File: config.mk
export PLATFORM = sky130hd
export DESIGN_NAME = nn_mm_scheduler
export DESIGN_NICKNAME = d
export VERILOG_FILES = /design/src/rtl/nn_mm_scheduler.sv
export SDC_FILE = /design/constraint.sdc
export NUM_CORES = 1
export LEC_CHECK = 0
export ABC_CLOCK_PERIOD_IN_PS = 2900
export CORE_ASPECT_RATIO = 1.75
export CORE_MARGIN = 2
export CORE_UTILIZATION = 24
export CTS_BUF_LIST = sky130_fd_sc_hd__clkbuf_2 sky130_fd_sc_hd__clkbuf_4 sky130_fd_sc_hd__clkbuf_8
export CTS_CLUSTER_DIAMETER = 50
export DETAILED_ROUTE_END_ITERATION = 10
export GPL_ROUTABILITY_DRIVEN = 0
export PLACE_DENSITY = 0.49
export REMOVE_ABC_BUFFERS = 1
export SLEW_MARGIN = 0
export SYNTH_ARGS = -nofsm -noshare
export SYNTH_HDL_FRONTEND = slang
export SYNTH_SLANG_ARGS = --single-unit
File: constraint.sdc
create_clock -name i_clk -period 2.9 [get_ports i_clk]
set_clock_uncertainty 0.2 [all_clocks]
set_input_delay 0.29 -clock i_clk [delete_from_list [all_inputs] [get_ports i_clk]]
set_output_delay 0.29 -clock i_clk [all_outputs]
set_load 0.01 [all_outputs]
File: src/rtl/nn_mm_scheduler.sv
// Layer-pass sequencer for the shared matrix-multiply engine: streams each
// step's packed words from the buffer RAM into the engine, strobes it, waits for ready.
module nn_mm_scheduler #(
  parameter int WORDS_PER_STEP = 13,
  parameter int ADDR_W         = 10,
  parameter int CNT_W          = 16
) (
  input  logic              i_clk,
  input  logic              i_rst,
  input  logic              i_start,
  input  logic              i_abort,
  input  logic [CNT_W-1:0]  i_n_steps,
  input  logic [ADDR_W-1:0] i_base_addr,
  output logic              o_busy,
  output logic              o_done,
  output logic              o_rd_en,
  output logic [ADDR_W-1:0] o_rd_addr,
  input  logic [31:0]       i_rd_data,
  output logic              o_load_vld,
  output logic [31:0]       o_load_data,
  output logic              o_mm_rst,
  output logic              o_mm_next,
  input  logic              i_mm_rdy,
  output logic [CNT_W-1:0]  o_step_cnt
);

  localparam int WC_W = $clog2(WORDS_PER_STEP + 1);

  localparam logic [2:0] S_IDLE  = 3'd0;
  localparam logic [2:0] S_CLR   = 3'd1;
  localparam logic [2:0] S_FETCH = 3'd2;
  localparam logic [2:0] S_DRAIN = 3'd3;
  localparam logic [2:0] S_ISSUE = 3'd4;
  localparam logic [2:0] S_WAIT  = 3'd5;
  localparam logic [2:0] S_DONE  = 3'd6;

  logic [2:0]        r_state;
  logic [2:0]        w_nxt;
  logic [WC_W-1:0]   r_word_cnt;
  logic [ADDR_W-1:0] r_addr;
  logic [CNT_W-1:0]  r_n_steps;
  logic [CNT_W-1:0]  r_step_cnt;
  logic              r_busy;
  logic              r_done;
  logic              r_rd_en;
  logic              r_load_vld;
  logic              r_mm_rst;
  logic              r_mm_next;

  logic              w_start_ok;
  logic              w_zero_steps;
  logic              w_last_word;
  logic              w_step_done;
  logic [CNT_W-1:0]  w_step_inc;

  assign w_start_ok   = (r_state == S_IDLE) && i_start && !i_abort;
  assign w_zero_steps = (i_n_steps == '0);
  assign w_last_word  = (r_word_cnt == WC_W'(WORDS_PER_STEP - 1));
  assign w_step_done  = (r_state == S_WAIT) && i_mm_rdy;
  assign w_step_inc   = r_step_cnt + CNT_W'(1);

  // Abort dominates; in IDLE it simply keeps the FSM where it is.
  always_comb begin
    w_nxt = r_state;
    if (i_abort) begin
      w_nxt = S_IDLE;
    end else begin
      case (r_state)
        S_IDLE:  if (i_start) w_nxt = w_zero_steps ? S_DONE : S_CLR;
        S_CLR:   w_nxt = S_FETCH;
        S_FETCH: if (w_last_word) w_nxt = S_DRAIN;
        S_DRAIN: w_nxt = S_ISSUE;
        S_ISSUE: w_nxt = S_WAIT;
        S_WAIT:  if (i_mm_rdy) w_nxt = (w_step_inc == r_n_steps) ? S_DONE : S_FETCH;
        S_DONE:  w_nxt = S_IDLE;
        default: w_nxt = S_IDLE;
      endcase
    end
  end

  always_ff @(posedge i_clk or posedge i_rst) begin
    if (i_rst) begin
      r_state    <= S_IDLE;
      r_word_cnt <= '0;
      r_addr     <= '0;
      r_n_steps  <= '0;
      r_step_cnt <= '0;
    end else begin
      r_state <= w_nxt;
      if (w_start_ok) begin
        r_step_cnt <= '0;
        if (!w_zero_steps) begin
          r_n_steps <= i_n_steps;
          r_addr    <= i_base_addr;
        end
      end
      // Address keeps running across steps so step k starts at base + k*WORDS_PER_STEP.
      if (r_state == S_FETCH && !i_abort) begin
        r_addr     <= r_addr + ADDR_W'(1);
        r_word_cnt <= r_word_cnt + WC_W'(1);
      end
      if (r_state == S_CLR || r_state == S_ISSUE) r_word_cnt <= '0;
      if (w_step_done && !i_abort) r_step_cnt <= w_step_inc;
    end
  end

  // Strobes are registered from the next state so every output is glitch-free.
  always_ff @(posedge i_clk or posedge i_rst) begin
    if (i_rst) begin
      r_busy     <= 1'b0;
      r_done     <= 1'b0;
      r_rd_en    <= 1'b0;
      r_load_vld <= 1'b0;
      r_mm_rst   <= 1'b0;
      r_mm_next  <= 1'b0;
    end else begin
      r_busy     <= (w_nxt != S_IDLE);
      r_done     <= (w_nxt == S_DONE);
      r_rd_en    <= (w_nxt == S_FETCH);
      r_load_vld <= r_rd_en && !i_abort;
      r_mm_rst   <= (w_nxt == S_CLR) || (i_abort && r_state != S_IDLE);
      r_mm_next  <= (w_nxt == S_ISSUE);
    end
  end

  assign o_busy      = r_busy;
  assign o_done      = r_done;
  assign o_rd_en     = r_rd_en;
  assign o_rd_addr   = r_addr;
  assign o_load_vld  = r_load_vld;
  assign o_load_data = r_load_vld ? i_rd_data : 32'd0;
  assign o_mm_rst    = r_mm_rst;
  assign o_mm_next   = r_mm_next;
  assign o_step_cnt  = r_step_cnt;

endmodule
# Yosys cells after proc, flatten, opt, wreduce, memory -nomap -nowiden
# Index checks and enable logic that the tools add are counted.
[totals]
out_inout_bits = 64
register_bits = 55
[op_classes]
addsub = 3
eq_ne = 12
n_reduce_logical = 19
muxes = 15
bitwise = 1
[ops]
columns = ["operator", "count"]
rows = [
  ["two-way mux 16 bit", 2],
  ["two-way mux 32 bit", 1],
  ["two-way mux 10 bit", 3],
  ["two-way mux 3 bit", 6],
  ["case mux 3 bit (6 select lines)", 1],
  ["adder 16 x 1 -> 16 bit, second input constant", 1],
  ["== test 16 bit", 1],
  ["zero test 16 bit", 1],
  ["== test 3 bit, second input constant", 4],
  ["adder 10 x 1 -> 10 bit, second input constant", 1],
  ["== test 3 x 2 -> 1 bit, second input constant", 3],
  ["two-way mux 4 bit", 2],
  ["logical AND 1 bit", 7],
  ["== test 3 x 1 -> 1 bit, second input constant", 2],
  ["nonzero test 2 bit", 3],
  ["nonzero test 3 bit", 2],
  ["adder 4 x 1 -> 4 bit, second input constant", 1],
  ["== test 4 bit, second input constant", 1],
  ["AND reduction 2 bit", 2],
  ["zero test 3 bit", 1],
  ["logical OR 1 bit", 2],
  ["inequality test 2 x 1 -> 1 bit, second input constant", 1],
  ["zero test 1 bit", 1],
  ["inverter 1 bit", 1],
]

# Longest topological paths before layout
# Gate-level depths: netlist of the first run.
[logic_depth]
depth_word = 8
ltp_mapped = 9

# Worst setup path after synthesis of the first run
# OpenSTA, ideal clock, no wires.
[synth_path]
path_kind = "register to register"
from = "register r_step_cnt[0], in the netlist o_step_cnt[0]"
to = "register r_mm_next, in the netlist o_mm_next"
t_arrival_ns = 2.177
n_path_buf = 1
stages_incl_launch_ff = 10
setup_time_ns = 0.095
path_slack_ns = 0.428
synth_period_minus_slack_ns = 2.472
path_cell_list = "dfrtp_1 -> ha_1 -> buf_6 -> nand4_2 -> nor4b_4 -> nor3b_1 -> a2111o_1 -> a2111oi_4 -> a21oi_2 -> nor4b_2"
[synth_between]
elab_chain_len = 7
[synth_lines]
columns = ["element", "line", "rtl"]
rows = [
  ["from (decl)", "42", "logic [CNT_W-1:0] r_step_cnt;"],
  ["from (signal assigned)", "103", "if (w_step_done && !i_abort) r_step_cnt <= w_step_inc;"],
  ["adder 16 x 1 -> 16 bit", "60", "assign w_step_inc = r_step_cnt + CNT_W'(1);"],
  ["== test 16 bit", "74", "S_WAIT: if (i_mm_rdy) w_nxt = (w_step_inc == r_n_steps) ? S_DONE : S_FETCH;"],
  ["two-way mux 3 bit (2 in series)", "74", ""],
  ["case mux 3 bit (6 select lines)", "68", "case (r_state)"],
  ["two-way mux 3 bit", "65", "if (i_abort) begin"],
  ["== test 3 bit", "122", "r_mm_next <= (w_nxt == S_ISSUE);"],
  ["to (signal assigned)", "122", ""],
  ["to (decl)", "48", "logic r_mm_next;"],
]
# Every way passes these cells.
# A chain may end at the register's enable or synchronous reset.

# Worst setup path after layout of the first run
[layout_path]
from = "register r_step_cnt[0], in the netlist o_step_cnt[0]"
to = "register r_done, in the netlist o_done"
[layout_between]
elab_chain_len = 7
[layout_lines]
columns = ["element", "line", "rtl"]
rows = [
  ["adder 16 x 1 -> 16 bit", "60", ""],
  ["== test 16 bit", "74", ""],
  ["two-way mux 3 bit (2 in series)", "74", ""],
  ["case mux 3 bit (6 select lines)", "68", ""],
  ["two-way mux 3 bit", "65", ""],
  ["== test 3 bit", "118", "r_done <= (w_nxt == S_DONE);"],
  ["to (signal assigned)", "118", ""],
  ["to (decl)", "44", "logic r_done;"],
]
# Every way passes these cells.

==> results of run 1 <==
cell usage in the layout, fill, tap and decap left out, types with 2 or more instances in the layout:
cell,count
or2_2,2
nand2b_1,2
nor2b_1,6
or2b_1,2
buf_4,16
nor2_1,27
inv_1,6
nand4_1,6
clkbuf_8,5
o21ai_0,27
nor4_1,5
xnor2_1,18
nor3_1,3
a22o_1,2
o22ai_1,6
xor2_1,6
nor4b_2,2
o41ai_1,3
a31oi_1,6
mux2i_1,4
and2_1,34
nand3_1,8
a21oi_1,14
nand3b_1,2
a221oi_1,2
ha_1,4
mux2_2,15
o31ai_1,5
and3_1,5
and4_1,3
and3b_1,2
nand2_1,32
dfrtp_1,55
or3_1,3
clkdlybuf4s50_1,126
kinds of logic (layout without fill, tap and decap cells):
kind of cell / count (synthesis) / after routing / share of synthesized area
mux: 19 / 19 / 0.0592
simple gates: 158 / 158 / 0.270
compound gates: 80 / 80 / 0.151
buf+inv: 30 / 158 / 0.0553
flops: 55 / 55 / 0.390
fa+ha+maj: 4 / 4 / 0.0142
xor+xnor: 24 / 24 / 0.0596
power by group:
group          total [mW]  internal [mW]  switching (mW)
logic               0.761          0.437           0.323
clock network       0.442          0.179           0.263
registers            1.04          0.895           0.150
worst max-delay path: stages (launching register included):
cell       delay (ns)
dfrtp_1          0.47
ha_1             0.22
nand4_2          0.22
nor4b_4          0.36
nor3b_1          0.09
a2111o_1         0.34
a2111oi_4        0.27
a21oi_2          0.15
nor4_2           0.21
final timing paths:
kind	startpoint	end	slack [ns]
setup / recovery	o_step_cnt[0]	o_done	0.28
hold / removal	i_rst	o_step_cnt[0]	0.07
setup reg to reg	o_step_cnt[0]	o_done	0.28
hold reg to reg	r_n_steps[8]	r_n_steps[8]	0.34
max in group asynchronous	i_rst	r_word_cnt[3]	1.79
min in group i_clk	r_n_steps[8]	r_n_steps[8]	0.34
layer usage:
layer	global-route usage	vias up	routed length, um
met1	0.164	1540	4250
met3	0.0169	14	311
met5	0	-	0
met2	0.282	61	6740
li1	-	1566	-
met4	0.0468	0	212
registers in the layout, summed over array words and instances (netlist names), 3 cells and up:
register / count
r_state: 3
o_step_cnt: 16
r_word_cnt: 4
o_rd_addr: 10
r_n_steps: 16
cell type report:
cell class / instances / area (sq um) / share of cell area
multi-input cells: 285 / 1960 / 0.386
repair buffers: 143 / 1400 / 0.276
flip-flops and latches: 55 / 1380 / 0.271
well taps: 180 / 225 / 0.0444
clock buffers: 6 / 76.3 / 0.0150
inverters: 7 / 26.3 / 0.00518
clock inverters: 2 / 12.5 / 0.00246
==> flow_metrics.py, run 1 <==
metrics = {
    "clock_network": {
        "cts-hold-fix-buffers": 0,
        "cts_buffers": 5,
        "post_cts_resize_count": 0,
        "htreeDepth": 2,
        "cts-root-buf": "clkbuf_8",
        "path_clk_slew_ns": 0.11,
        "cts_tree": "yes",
        "post-cts-setup-buffers": 0,
        "clkLatencyLatePin_ns": 0.32,
        "clkSinkCount": 55,
        "clk_path_buf_depth": 2,
    },
    "synth": {
        "synth_cells": 370,
        "synth_top_area_share": 0.390,
        "synth_edf_count": 0,
        "yosys.area.top_type": "dfrtp_1",
        "ys_types": 66,
        "synth_flop_cell": "dfrtp_1",
        "synthTopCellsByCount": "dfrtp_1 (55), and2_1 (34), nand2_1 (32)",
        "synth.avg_cell_area_sq_um": 9.54,
        "synth_seq_area_share": 0.390,
        "async_flop_share": 1.00,
        "syn-cell-area_sq_mm": 0.00353,
        "synth_top_cells_by_area": "dfrtp_1 (39%), and2_1 (6.0%), mux2_2 (4.8%)",
        "synth_seq_cells": 55,
        "ys_warn_count": 0,
        "synth_most_common_cell": "dfrtp_1",
    },
    "grt": {
        "grt_overflow": 0,
        "first_global_vias": 3229,
        "grt.total_usage": 0.147,
        "grt_pass1_wl_mm": 17.8,
        "antenna_found_initial": 0,
        "grt_max_degree": 34,
    },
    "die": {
        "initial_core_util": 0.246,
        "die_w_um": 95.7,
        "io_pins": 127,
        "rows": 58,
        "die_h_um": 164,
        "core_area_sq_mm": 0.0144,
        "dieArea_sq_mm": 0.0157,
    },
    "job": {
        "maxCapViolations": 0,
    },
    "detailed_routing": {
        "drcViolationCount": 0,
        "drt-vias-per-instance": 4.69,
        "vias": 3181,
        "drt_iter0_markers": 96,
        "drtAntennaViolNets": 0,
        "dr.pass1.iters": 4,
        "finalWirelength_mm": 11.5,
        "routedWlPerCell_um": 17.0,
    },
    "timing": {
        "fmax_mhz": 381,
        "worst_slack_ns": 0.278,
        "setup-violations-final": 0,
        "fin_crit_ns": 2.62,
        "tns_ns": 0,
        "relSlewSlack": 0.528,
        "drv_slew": 0,
        "period_share": 0.904,
        "worstMarginPinSlew_ns": 0.707,
        "hold_viol": 0,
        "fin_hold_ws_ns": 0.0699,
        "rsz0062_at_grt": "no",
    },
    "worst_setup_path": {
        "rr_worst_depth": 8,
        "worstPathArrival_ns": 2.65,
        "cp_max_fo": 7,
        "worstSetupStartpointType": "register",
        "endpoint_kind": "register",
        "worstSetupPathType": "reg2reg",
        "critical_path_required_ns": 2.93,
    },
    "pwr": {
        "cellPowerDensity_mw_per_mm2": 443,
        "total_power_mw": 2.25,
        "power_leakage_nw": 2.03,
        "peakVddDrop_mv": 0.226,
    },
    "placed_design": {
        "dp_slack_ns": 0.148,
        "hpwl_mm": 9.10,
        "place_inst": 670,
        "place_area_sq_mm": 0.00499,
        "io_buffers": 126,
    },
    "cells_and_area": {
        "final_cells": 678,
        "area_growth_pct": 43.8,
        "diodes": 0,
        "fillCellCount": 1503,
        "fin_area_sq_mm": 0.00508,
        "finalCoreUtilization": 0.353,
        "drive_above_1_share": 0.122,
        "fin_nets": 564,
    },
    "hold_path": {
        "min_path_type": "in2async",
    },
    "outcome": {
        "status": "completed",
    },
}
No activity file was read; power rests on OpenSTA's default activity.
==> run 2: changes to the inputs <==
--- a/config.mk
+++ b/config.mk
@@ -13,6 +13,7 @@
 export CTS_CLUSTER_DIAMETER = 50
 export DETAILED_ROUTE_END_ITERATION = 10
 export GPL_ROUTABILITY_DRIVEN = 0
+export GPL_TIMING_DRIVEN = 0
 export PLACE_DENSITY = 0.49
 export REMOVE_ABC_BUFFERS = 1
 export SLEW_MARGIN = 0
==> flow_metrics.py, run 2 (synthesis gave the netlist of run 1 again) <==
metrics = {
    "outcome": {
        "status": "completed",
    },
    "clock_network": {
        "clkSinkCount": 55,
        "clkLatencyLatePin_ns": 0.32,
        "cts_tree": "yes",
        "path_clk_slew_ns": 0.11,
        "cts-root-buf": "clkbuf_8",
        "cts_buffers": 5,
        "clk_path_buf_depth": 2,
        "htreeDepth": 2,
        "cts-hold-fix-buffers": 0,
    },
    "worst_setup_path": {
        "critical_path_required_ns": 2.94,
        "worstSetupPathType": "reg2reg",
        "rrSetupSlack_ns": 0.18,
        "crit_path_top_delay_cell": "dfrtp_1",
        "worstPathArrival_ns": 2.76,
        "endpoint_kind": "register",
        "r2r-start": "o_step_cnt[1]",
        "critical_path.cell_chain": "ha_2, nand4_2, nor3_4, xnor2_1, a2111o_1, a2111oi_4, a21oi_2, nor4b_2",
        "crit_path_max_incr_delay_ns": 0.44,
        "cp_max_fo": 7,
        "r2r-end": "o_mm_next",
        "worstSetupStartpointType": "register",
        "rr_worst_depth": 8,
    },
    "timing": {
        "relSlewSlack": 0.398,
        "period_share": 0.938,
        "hold_viol": 0,
        "worst_slack_ns": 0.180,
        "fmax_mhz": 368,
        "tns_ns": 0,
        "fin_hold_ws_ns": 0.0599,
        "setup-violations-final": 0,
        "drv_slew": 0,
        "rsz0062_at_grt": "no",
        "worstMarginPinSlew_ns": 0.900,
        "fin_crit_ns": 2.72,
    },
    "cells_and_area": {
        "diodes": 0,
        "mostFrequentLayoutCells": "clkdlybuf4s50_1 (126), dfrtp_1 (54), and2_1 (34)",
        "finalCoreUtilization": 0.349,
        "fin_nets": 549,
        "drive_above_1_share": 0.106,
        "layout_commonest_cell": "clkdlybuf4s50_1",
        "fillCellCount": 1484,
        "area_growth_pct": 42.1,
    },
    "grt": {
        "grt_pass1_wl_mm": 17.3,
        "first_global_vias": 3167,
        "grt_overflow": 0,
        "grt.total_usage": 0.142,
        "antenna_found_initial": 0,
        "grt_max_degree": 40,
    },
    "pwr": {
        "cellPowerDensity_mw_per_mm2": 465,
        "power_leakage_nw": 1.97,
        "peakVddDrop_mv": 0.261,
    },
    "job": {
        "maxCapViolations": 0,
    },
    "die": {
        "dieArea_sq_mm": 0.0157,
        "rows": 58,
        "core_area_sq_mm": 0.0144,
        "initial_core_util": 0.246,
        "die_w_um": 95.7,
        "io_pins": 127,
        "die_h_um": 164,
    },
    "placed_design": {
        "hpwl_mm": 8.69,
        "dp_slack_ns": -0.877,
        "io_buffers": 126,
    },
    "detailed_routing": {
        "finalWirelength_mm": 11.2,
        "drt-vias-per-instance": 4.80,
        "drcViolationCount": 0,
        "routedWlPerCell_um": 16.9,
        "drt_iter0_markers": 100,
        "dr.pass1.iters": 4,
        "drtAntennaViolNets": 0,
        "vias": 3181,
    },
    "hold_path": {
        "min_path_type": "in2async",
    },
}
==> run 2: cell count changes in the layout (fill, tap and decap cells not counted), sizes merged <==
cell,delta
clkinvlp,-1
buf,-15
clkbuf,-1
clkinv,+1
bufinv,+1
==> run 2: cell type report <==
type	instances	area (sq um)	share of cell area
Clock buffer	5	68.8	0.0137
Clock inverter	3	43.8	0.00873
Inverter	7	26.3	0.00524
Multi-Input combinational cell	285	1980	0.396
Sequential cell	55	1380	0.275
Tap cell	180	225	0.0449
Timing Repair Buffer	128	1290	0.257
==> run 2: worst max-delay path by stage <==
| stage | startpoint | to | slack (ns) | cells after the start |
|---|---|---|---|---|
| after global placement | i_n_steps[11] | o_rd_addr[6] | -0.85 | 7 |
| final | o_step_cnt[1] | o_mm_next | 0.18 | 8 |
| after floorplan | r_state[1] | o_rd_addr[3] | 0.39 | 6 |
| after detailed placement | i_n_steps[11] | o_rd_addr[3] | -0.88 | 7 |
| after global routing | r_state[1] | o_step_cnt[2] | 0.01 | 5 |
| after CTS | o_step_cnt[0] | o_mm_next | 0.02 | 8 |
==> run 2: power breakdown <==
part           switching [mW]  internal [mW]
combinational           0.326          0.427
sequential              0.146          0.895
clock                   0.280          0.258
==> run 2: stage by stage <==
stage	cell area [sq um]	power, mW	cells
2_1_floorplan	3360	1.44	347
3_5_place_dp	4870	1.82	654
3_3_place_gp	4850	1.80	653
4_1_cts	4990	2.38	662
5_1_grt	5010	2.49	663
6_report	5010	2.33	663
==> run 2: metal layers <==
metal / part of all wire / up-vias / GRT usage
li1: - / 1542 / -
met5: 0 / - / 0
met4: 0.025 / 0 / 0.0558
met2: 0.57 / 60 / 0.268
met1: 0.38 / 1563 / 0.157
met3: 0.023 / 16 / 0.0182
==> run 2: what timing repair did <==
action,CTS,global route
endpoints found under the hold margin,0,0
endpoints found under the setup margin,26,9
resized for setup,2,4
pin swaps,0,1
setup buffers,0,1
==> run 2: worst max-delay path: cells and delay by family, from the launching register on <==
| kind | cells | cell delay, ns |
|---|---|---|
| flops | 1 | 0.44 |
| compound gates | 3 | 0.78 |
| fa+ha+maj | 1 | 0.31 |
| xor+xnor | 1 | 0.13 |
| simple gates | 3 | 0.77 |
==> run 3: changes to the inputs <==
--- a/config.mk
+++ b/config.mk
@@ -15,7 +15,6 @@
 export GPL_ROUTABILITY_DRIVEN = 0
 export GPL_TIMING_DRIVEN = 0
 export PLACE_DENSITY = 0.49
-export REMOVE_ABC_BUFFERS = 1
 export SLEW_MARGIN = 0
 export SYNTH_ARGS = -nofsm -noshare
 export SYNTH_HDL_FRONTEND = slang
==> flow_metrics.py, run 3 (synthesis gave the netlist of run 1 again) <==
metrics = {
    "detailed_routing": {
        "vias": 3218,
        "dr.pass1.iters": 6,
        "finalWirelength_mm": 11.9,
        "drt-vias-per-instance": 4.68,
        "top_layer_used": "met4",
        "wl_met3_um": 214,
        "drcViolationCount": 0,
        "drtAntennaViolNets": 0,
        "wl_met1_mm": 4.39,
        "drt_iter0_markers": 81,
        "dr_wl_met2_mm": 7.09,
        "routedWlPerCell_um": 17.4,
    },
    "timing": {
        "fmax_mhz": 367,
        "relSlewSlack": 0.618,
        "period_share": 0.941,
        "tns_ns": 0,
        "setup-violations-final": 0,
        "fin_crit_ns": 2.73,
        "worstMarginPinSlew_ns": 0.573,
        "hold_viol": 0,
        "drv_slew": 0,
    },
    "clock_network": {
        "clk_path_buf_depth": 2,
        "path_clk_slew_ns": 0.11,
        "clkSinkCount": 55,
        "cts-hold-fix-buffers": 0,
        "cts_tree": "yes",
        "cts_buffers": 5,
        "clkLatencyLatePin_ns": 0.33,
        "htreeDepth": 2,
        "cts-root-buf": "clkbuf_8",
    },
    "worst_setup_path": {
        "worstPathArrival_ns": 2.76,
        "r2r-end": "o_mm_next",
        "cp_max_fo": 7,
        "crit_path_max_incr_delay_ns": 0.46,
        "r2r-start": "o_step_cnt[0]",
        "path_delay_family": "simple AND/OR/NAND/NOR gates",
        "path_depth": 9,
        "crit_buf_inv": 1,
        "worstSetupStartpointType": "register",
        "critical_path.cell_chain": "ha_1, buf_6, nand4_4, nor4b_4, nor3b_1, a2111o_1, a2111oi_4, a21oi_2, nor4b_2",
        "rr_worst_depth": 9,
        "endpoint_kind": "register",
        "critical_path_required_ns": 2.93,
        "crit_path_top_delay_cell": "dfrtp_2",
        "rrSetupSlack_ns": 0.17,
        "worstSetupPathType": "reg2reg",
    },
    "cells_and_area": {
        "fin_area_sq_mm": 0.00517,
        "final-seq-area_sq_mm": 0.00138,
        "drive_above_1_share": 0.120,
        "layout_commonest_cell": "clkdlybuf4s50_1",
        "final_cells": 688,
        "area_growth_pct": 46.4,
        "mostFrequentLayoutCells": "clkdlybuf4s50_1 (126), dfrtp_1 (54), and2_1 (34)",
        "fillCellCount": 1489,
        "finalCoreUtilization": 0.360,
        "multi_input_area_sq_mm": 0.00197,
        "fin_nets": 573,
    },
    "grt": {
        "first_global_vias": 3248,
        "antenna_found_initial": 1,
        "grt.total_usage": 0.152,
        "grt_overflow": 0,
        "grt_pass1_wl_mm": 18.3,
        "grt_max_degree": 38,
    },
    "die": {
        "initial_core_util": 0.246,
        "die_w_um": 95.7,
        "dieArea_sq_mm": 0.0157,
        "core_area_sq_mm": 0.0144,
        "rows": 58,
        "io_pins": 127,
        "die_h_um": 164,
    },
    "pwr": {
        "peakVddDrop_mv": 0.174,
        "cellPowerDensity_mw_per_mm2": 446,
        "power_leakage_nw": 2.06,
    },
    "job": {
        "maxCapViolations": 0,
    },
    "placed_design": {
        "place_area_sq_mm": 0.00504,
        "place_inst": 677,
        "hpwl_mm": 9.53,
        "io_buffers": 126,
    },
    "synth": {
        "synth_nets": 437,
    },
    "outcome": {
        "status": "completed",
    },
    "hold_path": {
        "min_path_type": "in2async",
    },
}
## run 3: changes by cell type in the layout (fill, tap and decap cells not counted), moves of 2 or more
cell and delta:
buf_2 +2, buf_6 +7, buf_4 +3, clkbuf_1 +10
clkbuf_8 +4
## run 3: layout make-up
| cell class | count | area share |
|---|---|---|
| inverters | 7 | 0.00508 |
| repair buffers | 129 | 0.251 |
| well taps | 180 | 0.0436 |
| clock buffers | 8 | 0.0201 |
| multi-input cells | 285 | 0.381 |
| diodes | 1 | 0.000484 |
| plain buffers | 23 | 0.0327 |
| flip-flops and latches | 55 | 0.267 |
## run 3: timing repair
item / 4_1_cts / 5_1_grt
setup buffers: 0 / 2
setup endpoints to repair: 2 / 3
pin swaps: 0 / 2
resized for setup: 1 / 1
## run 3: worst register-to-register path, cell delays in order, from the launching register on
cell	delay, ns
dfrtp_2	0.46
ha_1	0.19
buf_6	0.14
nand4_4	0.16
nor4b_4	0.35
nor3b_1	0.10
a2111o_1	0.35
a2111oi_4	0.29
a21oi_2	0.16
nor4b_2	0.24
## run 3: routing by layer
| layer | up-vias | global-route usage |
|---|---|---|
| met5 | - | 0 |
| met4 | 0 | 0.0584 |
| met3 | 14 | 0.0164 |
| met2 | 41 | 0.290 |
| met1 | 1576 | 0.168 |
| li1 | 1587 | - |
## run 3: how the worst max path moves through the flow
stage / startpoint / end / slack [ns]
finish: o_step_cnt[0] / o_mm_next / 0.17
floorplan: o_step_cnt[0] / o_mm_next / 0.43
global route: o_step_cnt[0] / o_mm_next / -0.008
global placement: i_rst / o_rd_en / -0.16
CTS: o_step_cnt[0] / o_done / 0.03
detailed placement: i_n_steps[2] / r_n_steps[0] / -0.13
## run 3: through the flow
stage | power, mW | hold slack, ns | setup WS, ns
2_1_floorplan | 1.45 | 0.156 | 0.428
3_3_place_gp | 1.81 | 0.277 | -0.161
3_5_place_dp | 1.83 | 0.306 | -0.128
4_1_cts | 2.34 | 0.101 | 0.0297
5_1_grt | 2.45 | 0.136 | -0.00836
6_report | 2.30 | 0.0836 | 0.171
## run 3: report_power, final
part | internal (mW) | leakage, nW | total, mW | switching (mW)
combinational | 0.436 | 1.31 | 0.774 | 0.338
clock | 0.228 | 0.0549 | 0.498 | 0.269
sequential | 0.895 | 0.697 | 1.03 | 0.135
